[src/rtl/esc_speed_ramp.sv]
// Speed-command conditioner in front of one ESC: arming hold-off, per-frame slew limit, frame tick.
// Optional feature: define WDOG_EN to add the missing-request watchdog (wdog_trip).
module esc_speed_ramp #(
  parameter int FRAME_CYCLES = 1048576,
  parameter int STEP         = 32,
  parameter int ARM_FRAMES   = 50,
  parameter int WDOG_FRAMES  = 10
) (
  input  logic        clk,
  input  logic        rst,
  input  logic        arm,
  input  logic        tgt_vld,
  input  logic [10:0] tgt_speed,
  output logic [10:0] SPEED,
  output logic        armed,
  output logic        at_tgt,
  output logic        frame_tick,
  output logic        wdog_trip
);

  typedef enum logic [1:0] {DISARMED, ARMING, ARMED} state_e;

  localparam logic [19:0] FC_LAST  = 20'(FRAME_CYCLES - 1);
  localparam logic [7:0]  ARM_LAST = 8'(ARM_FRAMES - 1);
  localparam logic [11:0] STEP12   = 12'(STEP);

  state_e      state_q, state_d;
  logic [19:0] cnt_q, cnt_d;
  logic        tick_q;
  logic [7:0]  armCnt_q, armCnt_d;
  logic [10:0] tgt_q;
  logic [10:0] speed_q, speed_d;
  logic [10:0] tgtEff;
  logic [10:0] slewSpd;
  logic [11:0] spd12, eff12, gap12, stepAmt12, slew12;

  always_comb begin
    cnt_d = (cnt_q == FC_LAST) ? 20'd0 : cnt_q + 20'd1;
  end

  // 12-bit slew toward the effective target; the clamp keeps any carry from wrapping SPEED
  always_comb begin
    spd12     = {1'b0, speed_q};
    eff12     = {1'b0, tgtEff};
    gap12     = 12'd0;
    stepAmt12 = 12'd0;
    slew12    = spd12;
    if (eff12 > spd12) begin
      gap12     = eff12 - spd12;
      stepAmt12 = (gap12 > STEP12) ? STEP12 : gap12;
      slew12    = spd12 + stepAmt12;
    end else if (eff12 < spd12) begin
      gap12     = spd12 - eff12;
      stepAmt12 = (gap12 > STEP12) ? STEP12 : gap12;
      slew12    = spd12 - stepAmt12;
    end
    slewSpd = slew12[11] ? 11'h7FF : slew12[10:0];
  end

  always_comb begin
    state_d  = state_q;
    armCnt_d = armCnt_q;
    speed_d  = speed_q;
    unique case (state_q)
      DISARMED: begin
        speed_d = 11'd0;
        if (arm) begin
          state_d  = ARMING;
          armCnt_d = 8'd0;
        end
      end
      ARMING: begin
        speed_d = 11'd0;
        if (!arm) begin
          state_d = DISARMED;
        end else if (tick_q) begin
          if (armCnt_q == ARM_LAST) state_d = ARMED;
          else armCnt_d = armCnt_q + 8'd1;
        end
      end
      ARMED: begin
        // Disarm drops straight to zero, even on a tick cycle
        if (!arm) begin
          state_d = DISARMED;
          speed_d = 11'd0;
        end else if (tick_q) begin
          speed_d = slewSpd;
        end
      end
      default: begin
        state_d = DISARMED;
        speed_d = 11'd0;
      end
    endcase
  end

  always_ff @(posedge clk) begin
    if (rst) begin
      state_q  <= DISARMED;
      cnt_q    <= 20'd0;
      tick_q   <= 1'b0;
      armCnt_q <= 8'd0;
      tgt_q    <= 11'd0;
      speed_q  <= 11'd0;
    end else begin
      state_q  <= state_d;
      cnt_q    <= cnt_d;
      tick_q   <= (cnt_d == FC_LAST);
      armCnt_q <= armCnt_d;
      if (tgt_vld) tgt_q <= tgt_speed;
      speed_q  <= speed_d;
    end
  end

`ifdef WDOG_EN
  localparam logic [7:0] WD_LIM  = 8'(WDOG_FRAMES);
  localparam logic [7:0] WD_LAST = 8'(WDOG_FRAMES - 1);

  logic [7:0] wdCnt_q, wdCnt_d;
  logic       seen_q, seen_d;
  logic       trip_q, trip_d;

  // seen_q remembers a request since the last tick, so a frame with any request never counts
  always_comb begin
    wdCnt_d = wdCnt_q;
    trip_d  = trip_q;
    seen_d  = tick_q ? 1'b0 : (seen_q | tgt_vld);
    if (state_q != ARMED || !arm) begin
      wdCnt_d = 8'd0;
    end else if (tick_q && !(seen_q || tgt_vld)) begin
      if (wdCnt_q != WD_LIM) wdCnt_d = wdCnt_q + 8'd1;
      if (wdCnt_q >= WD_LAST) trip_d = 1'b1;
    end
    if (tgt_vld) begin
      wdCnt_d = 8'd0;
      trip_d  = 1'b0;
    end
  end

  always_ff @(posedge clk) begin
    if (rst) begin
      wdCnt_q <= 8'd0;
      seen_q  <= 1'b0;
      trip_q  <= 1'b0;
    end else begin
      wdCnt_q <= wdCnt_d;
      seen_q  <= seen_d;
      trip_q  <= trip_d;
    end
  end

  assign tgtEff    = trip_q ? 11'd0 : tgt_q;
  assign wdog_trip = trip_q;
`else
  assign tgtEff    = tgt_q;
  assign wdog_trip = 1'b0;
`endif

  assign SPEED      = speed_q;
  assign armed      = (state_q == ARMED);
  assign at_tgt     = (speed_q == tgtEff);
  assign frame_tick = tick_q;

endmodule

[config.mk]
export PLATFORM = sky130hd
export DESIGN_NAME = esc_speed_ramp
export DESIGN_NICKNAME = d
export VERILOG_FILES = /design/src/rtl/esc_speed_ramp.sv
export SDC_FILE = /design/constraint.sdc
export NUM_CORES = 1
export LEC_CHECK = 0
export CAP_MARGIN = 15
export CELL_PAD_IN_SITES_DETAIL_PLACEMENT = 1
export CELL_PAD_IN_SITES_GLOBAL_PLACEMENT = 2
export CORE_ASPECT_RATIO = 0.5
export CORE_MARGIN = 2
export CORE_UTILIZATION = 33
export DETAILED_ROUTE_END_ITERATION = 10
export HOLD_SLACK_MARGIN = 0.05
export PLACE_DENSITY_LB_ADDON = 0.1
export SLEW_MARGIN = 15
export SYNTH_ARGS = -nofsm -noshare
export SYNTH_HDL_FRONTEND = slang
export SYNTH_SLANG_ARGS = --single-unit
[constraint.sdc]
create_clock -name clk -period 4.5 [get_ports clk]
set_input_delay 1.35 -clock clk [delete_from_list [all_inputs] [get_ports clk]]
set_output_delay 1.35 -clock clk [all_outputs]
set_load 0.02 [all_outputs]
Word-level counts from Yosys, hierarchy flattened
Cells that the tools add are included.
- bitwise gates (word level): 2
- add/subtract/negate cells: 6
- equality and inequality tests: 13
- multiplexer cells: 17
- $lt $le $gt $ge: 4
- reduce and logical (&&, ||, !) cells: 7
- operator list (kind ; number):
    $mux W12 ; 4
    $eq A20 B20 Y1 const B ; 2
    $mux W8 ; 4
    $gt A12 B6 Y1 const B ; 2
    $sub A11 B11 Y12 ; 2
    $add A20 B1 Y20 const B ; 1
    $mux W20 ; 1
    $pmux W8 S2 ; 1
    $add A11 B12 Y12 ; 1
    $sub A11 B12 Y12 ; 1
    $eq A11 B11 Y1 ; 1
    $gt A11 B11 Y1 ; 1
    $lt A11 B11 Y1 ; 1
    $mux W11 ; 1
    $mux W2 ; 5
    $ne A2 B2 Y1 const B ; 5
    $add A8 B1 Y8 const B ; 1
    $eq A8 B6 Y1 const B ; 1
    $ne A3 B3 Y1 const B ; 2
    $pmux W2 S3 ; 1
    $reduce_and A5 Y1 ; 1
    $reduce_and A4 Y1 ; 1
    $reduce_bool A3 Y1 ; 1
    $reduce_or A3 Y1 ; 1
    6 further kinds ; 7
- input bits: 15
- bits in registers: 53
- output and inout port bits: 15

Logic depth before layout (Yosys ltp)
- word-level depth: 8
- mapped depth: 22
- gate-level depth less buffers: 22

Worst setup path after synthesis
OpenSTA, ideal clock, no wires.
- path kind: register to register
- start: register speed_q[8], in the netlist SPEED[8]
- end: register speed_q[10], in the netlist SPEED[10]
- stages on the path, launching flop included: 21
- setup time: 120 ps
- arrival: 4441 ps
- path buffers: 0
- path slack: -60 ps
- cell sequence: dfxtp_1 inv_1 ha_1 or4_1 or4b_1 a211o_1 o211ai_2 o32ai_2 nor4_4 nand2b_1 ha_1 nor2b_1 o21ai_0 nand2b_1 a21o_1 a21o_1 a31oi_1 o21ai_0 xor2_1 o21ai_0 a21oi_1
- word-level cells in the longest chain between the ends: 8
- ends and longest elaborated chain (item ; RTL line ; RTL):
    start, declared ; 32 ; logic [10:0] speed_q, speed_d;
    start signal, assigned ; 111 ; speed_q <= speed_d;
    $sub A11 B11 Y12 ; 53 ; gap12 = spd12 - eff12;
    $gt A12 B6 Y1 ; 54 ; stepAmt12 = (gap12 > STEP12) ? STEP12 : gap12;
    $mux W12 ; 54 ;
    $sub A11 B12 Y12 ; 55 ; slew12 = spd12 - stepAmt12;
    $mux W12 ; 52 ; end else if (eff12 < spd12) begin
    $mux W12 ; 48 ; if (eff12 > spd12) begin
    $reduce_bool A3 Y1 (no line) ; -- ;
    $reduce_and A2 Y1 (no line) ; -- ;
Parallel ways exist; a longest one is shown, timed or not. The select of a mux whose other input is x is not followed.
A chain may end at the register's enable or synchronous reset.

Worst setup path after layout
- start: register speed_q[8], in the netlist SPEED[8]
- end: register speed_q[7], in the netlist SPEED[7]
Same word-level chain as after synthesis.

==> flow_results.xml <==
<?xml version="1.0" encoding="UTF-8"?>
<metrics>
  <group name="setup_path">
    <metric name="critical_path_peak_fanout" unit="">4</metric>
    <metric name="setup.worst_path.end_class" unit="">flip-flop</metric>
    <metric name="most_common_cell_on_crit_path" unit="">buf_4</metric>
    <metric name="path_cells" unit="">inv_2 &gt; ha_4 &gt; or4_4 &gt; or4b_1 &gt; a211o_1 &gt; o211ai_2 &gt; o32ai_4 &gt; nor4_4 &gt; buf_4 &gt; nand2b_4 &gt; ha_4 &gt; o21a_1 &gt; o211ai_1 &gt; nor2_1 &gt; o21ai_1 &gt; a21oi_2 &gt; buf_4 &gt; buf_6 &gt; nor2_4 &gt; o31ai_2 &gt; buf_4 &gt; a31oi_4</metric>
    <metric name="timing.setup.critical_path_class" unit="">flip-flop to flip-flop</metric>
    <metric name="cp_slowest_cell" unit="">or4_4</metric>
    <metric name="critical_path_required" unit="ns">4.72</metric>
    <metric name="start_kind" unit="">flip-flop</metric>
    <metric name="largest_delay_share_family_worst_path" unit="">simple AND/OR/NAND/NOR gates</metric>
    <metric name="cpPeakStageDelay" unit="ns">0.53</metric>
    <metric name="cp.arrival" unit="ns">4.70</metric>
    <metric name="number_of_buffers_and_inverters_on_the_critical_path" unit="">5</metric>
  </group>
  <group name="synthesis">
    <metric name="synth_sequential_area_ratio" unit="%">23.1</metric>
    <metric name="post_synth_num_cell_types" unit="">65</metric>
    <metric name="synthesis.area_per_instance" unit="sq um">7.82</metric>
    <metric name="syn_inst" unit="">588</metric>
    <metric name="mappedNetlistArea" unit="sq um">4600</metric>
    <metric name="postSynth.asyncResetShare" unit="%">0</metric>
    <metric name="synth-edff-count" unit="">0</metric>
    <metric name="synth-warning-count" unit="">0</metric>
    <metric name="ys_ff_latch" unit="">53</metric>
    <metric name="synthFlopType" unit="">dfxtp_1</metric>
  </group>
  <group name="placement">
    <metric name="place.detailed.hpwl" unit="um">11700</metric>
    <metric name="io_buffer_count" unit="">28</metric>
    <metric name="gpl.final_weighted_congestion" unit="">0.845</metric>
  </group>
  <group name="detailed_routing">
    <metric name="drtIter0Drc" unit="">127</metric>
    <metric name="drt_total_wl" unit="um">15100</metric>
    <metric name="via_count" unit="">4641</metric>
    <metric name="avgViaCountPerCell" unit="">5.19</metric>
    <metric name="wire_per_inst" unit="um">16.9</metric>
    <metric name="count_of_tritonroute_iterations_in_the_first_routing_pass" unit="">4</metric>
    <metric name="ant_nets" unit="">0</metric>
    <metric name="route.detailed.drc" unit="">0</metric>
  </group>
  <group name="global_routing">
    <metric name="grt_start_max_net_pins" unit="">18</metric>
    <metric name="gr-total-overflow" unit="">0</metric>
    <metric name="global_route_wire_length_before_repair" unit="um">23700</metric>
    <metric name="vias_in_the_first_global_route" unit="">4581</metric>
    <metric name="groute.usage.overall" unit="%">20.2</metric>
    <metric name="initial_antenna_violation_count" unit="">0</metric>
  </group>
  <group name="timing">
    <metric name="fin_setup_tns" unit="ns">0</metric>
    <metric name="slew_violations" unit="">0</metric>
    <metric name="timing.final.hold_violations" unit="">0</metric>
    <metric name="grt_setup_unrepaired" unit="">true</metric>
    <metric name="final.setup_skew" unit="ns">0.0137</metric>
    <metric name="finalSetupViolCount" unit="">0</metric>
    <metric name="fmax" unit="GHz">0.223</metric>
    <metric name="fin_crit_sh" unit="%">99.5</metric>
    <metric name="worstMarginPinSlew" unit="ns">0.698</metric>
    <metric name="final_worst_path_period_need" unit="ns">4.48</metric>
    <metric name="max_slew_margin" unit="%">52.8</metric>
  </group>
  <group name="clock_tree">
    <metric name="ctsRootBufferMaster" unit="">clkbuf_16</metric>
    <metric name="cts_hold_buffers" unit="">0</metric>
    <metric name="cts_sinks" unit="">53</metric>
    <metric name="clock_tree_from_tritoncts" unit="">done</metric>
    <metric name="clkTransAtPathRegs" unit="ns">0.08</metric>
    <metric name="clk-insertion-delay-late" unit="ns">0.30</metric>
    <metric name="clk_buf_depth" unit="">2</metric>
    <metric name="htree_levels" unit="">2</metric>
    <metric name="tritoncts.num_buffers" unit="">5</metric>
  </group>
  <group name="die">
    <metric name="die_h" unit="um">87.4</metric>
    <metric name="design.die.area" unit="sq um">14900</metric>
    <metric name="rows" unit="">30</metric>
    <metric name="die_x" unit="um">171</metric>
    <metric name="core-area" unit="sq um">13600</metric>
    <metric name="top_level_ports" unit="">30</metric>
    <metric name="start_util" unit="%">33.8</metric>
  </group>
  <group name="job">
    <metric name="cap_violations" unit="">0</metric>
  </group>
  <group name="finish">
    <metric name="diodes" unit="">0</metric>
    <metric name="area_growth_syn_to_layout" unit="%">37.7</metric>
    <metric name="layout.cells.most_common" unit="">buf_4</metric>
    <metric name="post_route_cells_drive_above_1_share" unit="%">26.0</metric>
    <metric name="nFillCells" unit="">1641</metric>
    <metric name="most-common-layout-cells" unit="">buf_4 (83), nor2_1 (69), dfxtp_1 (44), ha_1 (39), nand2_1 (33)</metric>
    <metric name="nets" unit="">768</metric>
  </group>
  <group name="pwr">
    <metric name="finalPower" unit="W">0.00126</metric>
    <metric name="worst_ir_drop_vdd" unit="uV">169</metric>
    <metric name="pwr_density_cell" unit="nW/um^2">200</metric>
    <metric name="power.static_leakage" unit="nW">2.61</metric>
  </group>
  <group name="min_path">
    <metric name="hp-class" unit="">flip-flop to flip-flop</metric>
  </group>
  <group name="status">
    <metric name="status" unit="">finished, final reports clean</metric>
  </group>
</metrics>
## metrics by stage
step / std cells / instance area, sq um / hold WS (ns) / setup WS (ns) / util [%]
after global routing: 895 / 6330 / 0.557 / -0.170 / 46.6
after detailed placement: 878 / 5680 / 0.494 / -0.296 / 41.8
final: 895 / 6330 / 0.520 / 0.0232 / 46.6
after global placement: 878 / 5680 / 0.494 / -0.145 / 41.8
after floorplan: 598 / 4630 / 0.453 / 0.0332 / -
after CTS: 889 / 5900 / 0.523 / 0.0109 / 43.5
## timing repair
action,CTS,global route
gates cloned,0,1
buffers inserted,3,6
gates resized for setup,14,91
pin swaps,3,26
setup endpoints to repair,11,11
## cell usage after synthesis, types with 4 or more instances
master	number	area (sq um)
a21o_1	12	90.1
a21oi_1	42	210
a22oi_1	4	30.0
a31oi_1	10	62.6
and2_1	4	25.0
and3_1	8	50.1
clkbuf_1	14	52.6
dfxtp_1	53	1060
fa_1	4	80.1
ha_1	47	588
inv_1	29	109
mux2i_1	15	150
nand2_1	35	131
nand2b_1	15	93.8
nand3_1	20	100
nand4_1	8	50.1
nor2_1	71	267
nor2b_1	7	43.8
nor3_1	15	75.1
nor3b_1	5	37.5
nor4_1	6	37.5
o21a_1	10	75.1
o21ai_0	39	195
or2_2	5	31.3
xnor2_1	18	158
xor2_1	27	236
## where the power goes
part / internal, W / switching, W / total, W
Clock: 0.000226 / 0.000198 / 0.000424
Sequential: 0.000478 / 0.00000990 / 0.000488
Combinational: 0.000152 / 0.000199 / 0.000351
## registers in the layout, summed over array words and instances, names as in the netlist
name and flops:
cnt_q 20, SPEED 11, tgtEff 11, armCnt_q 8, state_q 2, frame_tick 1
## area by class of cell
cell class | instances | area [sq um] | share of cell area, %
clock buffers | 6 | 139 | 2.19
clock inverters | 2 | 17.5 | 0.277
inverters | 29 | 109 | 1.72
multi-input cells | 496 | 3770 | 59.5
flip-flops and latches | 53 | 1070 | 16.9
well taps | 192 | 240 | 3.80
repair buffers | 117 | 983 | 15.5
## tightest hold or removal path, delay by kind of cell (launching register included)
family | cells | cell delay (ns)
xor gates and xnor gates | 1 | 0.07
DFF | 1 | 0.35
and+or+nand+nor | 1 | 0.07
## routing by layer
layer	global-route usage, %	part of all wire [%]	up-vias
met2	31.9	43	40
met1	30.2	54	2272
li1	-	-	2325
met3	2.77	2.4	4
met5	0	0	-
met4	2.08	0.41	0
## logic make-up (layout without fill, tap and decap cells)
group           count (synthesis)  count (layout)  share of synthesized area, %
buf+inv                        49             154                          4.25
fa+ha+maj                      51              51                          14.5
flops                          53              53                          23.1
simple gates                  221             221                          25.0
mux                            15              15                          3.27
compound gates                152             152                          21.1
xor+xnor                       45              45                          8.58
other cells                     2              12                         0.163
## path summary, 6_finish.rpt
check                        startpoint               endpoint  slack (ns)  cells past startpoint
setup / recovery  SPEED[8]$_SDFFE_PP0P_  SPEED[7]$_SDFFE_PP0P_        0.02                     22
hold / removal      cnt_q[9]$_SDFF_PP0_    cnt_q[9]$_SDFF_PP0_        0.52                      2
setup reg to reg  SPEED[8]$_SDFFE_PP0P_  SPEED[7]$_SDFFE_PP0P_        0.02                     22
hold reg to reg     cnt_q[9]$_SDFF_PP0_    cnt_q[9]$_SDFF_PP0_        0.52                      2
Power figures use the tool's default switching activity.
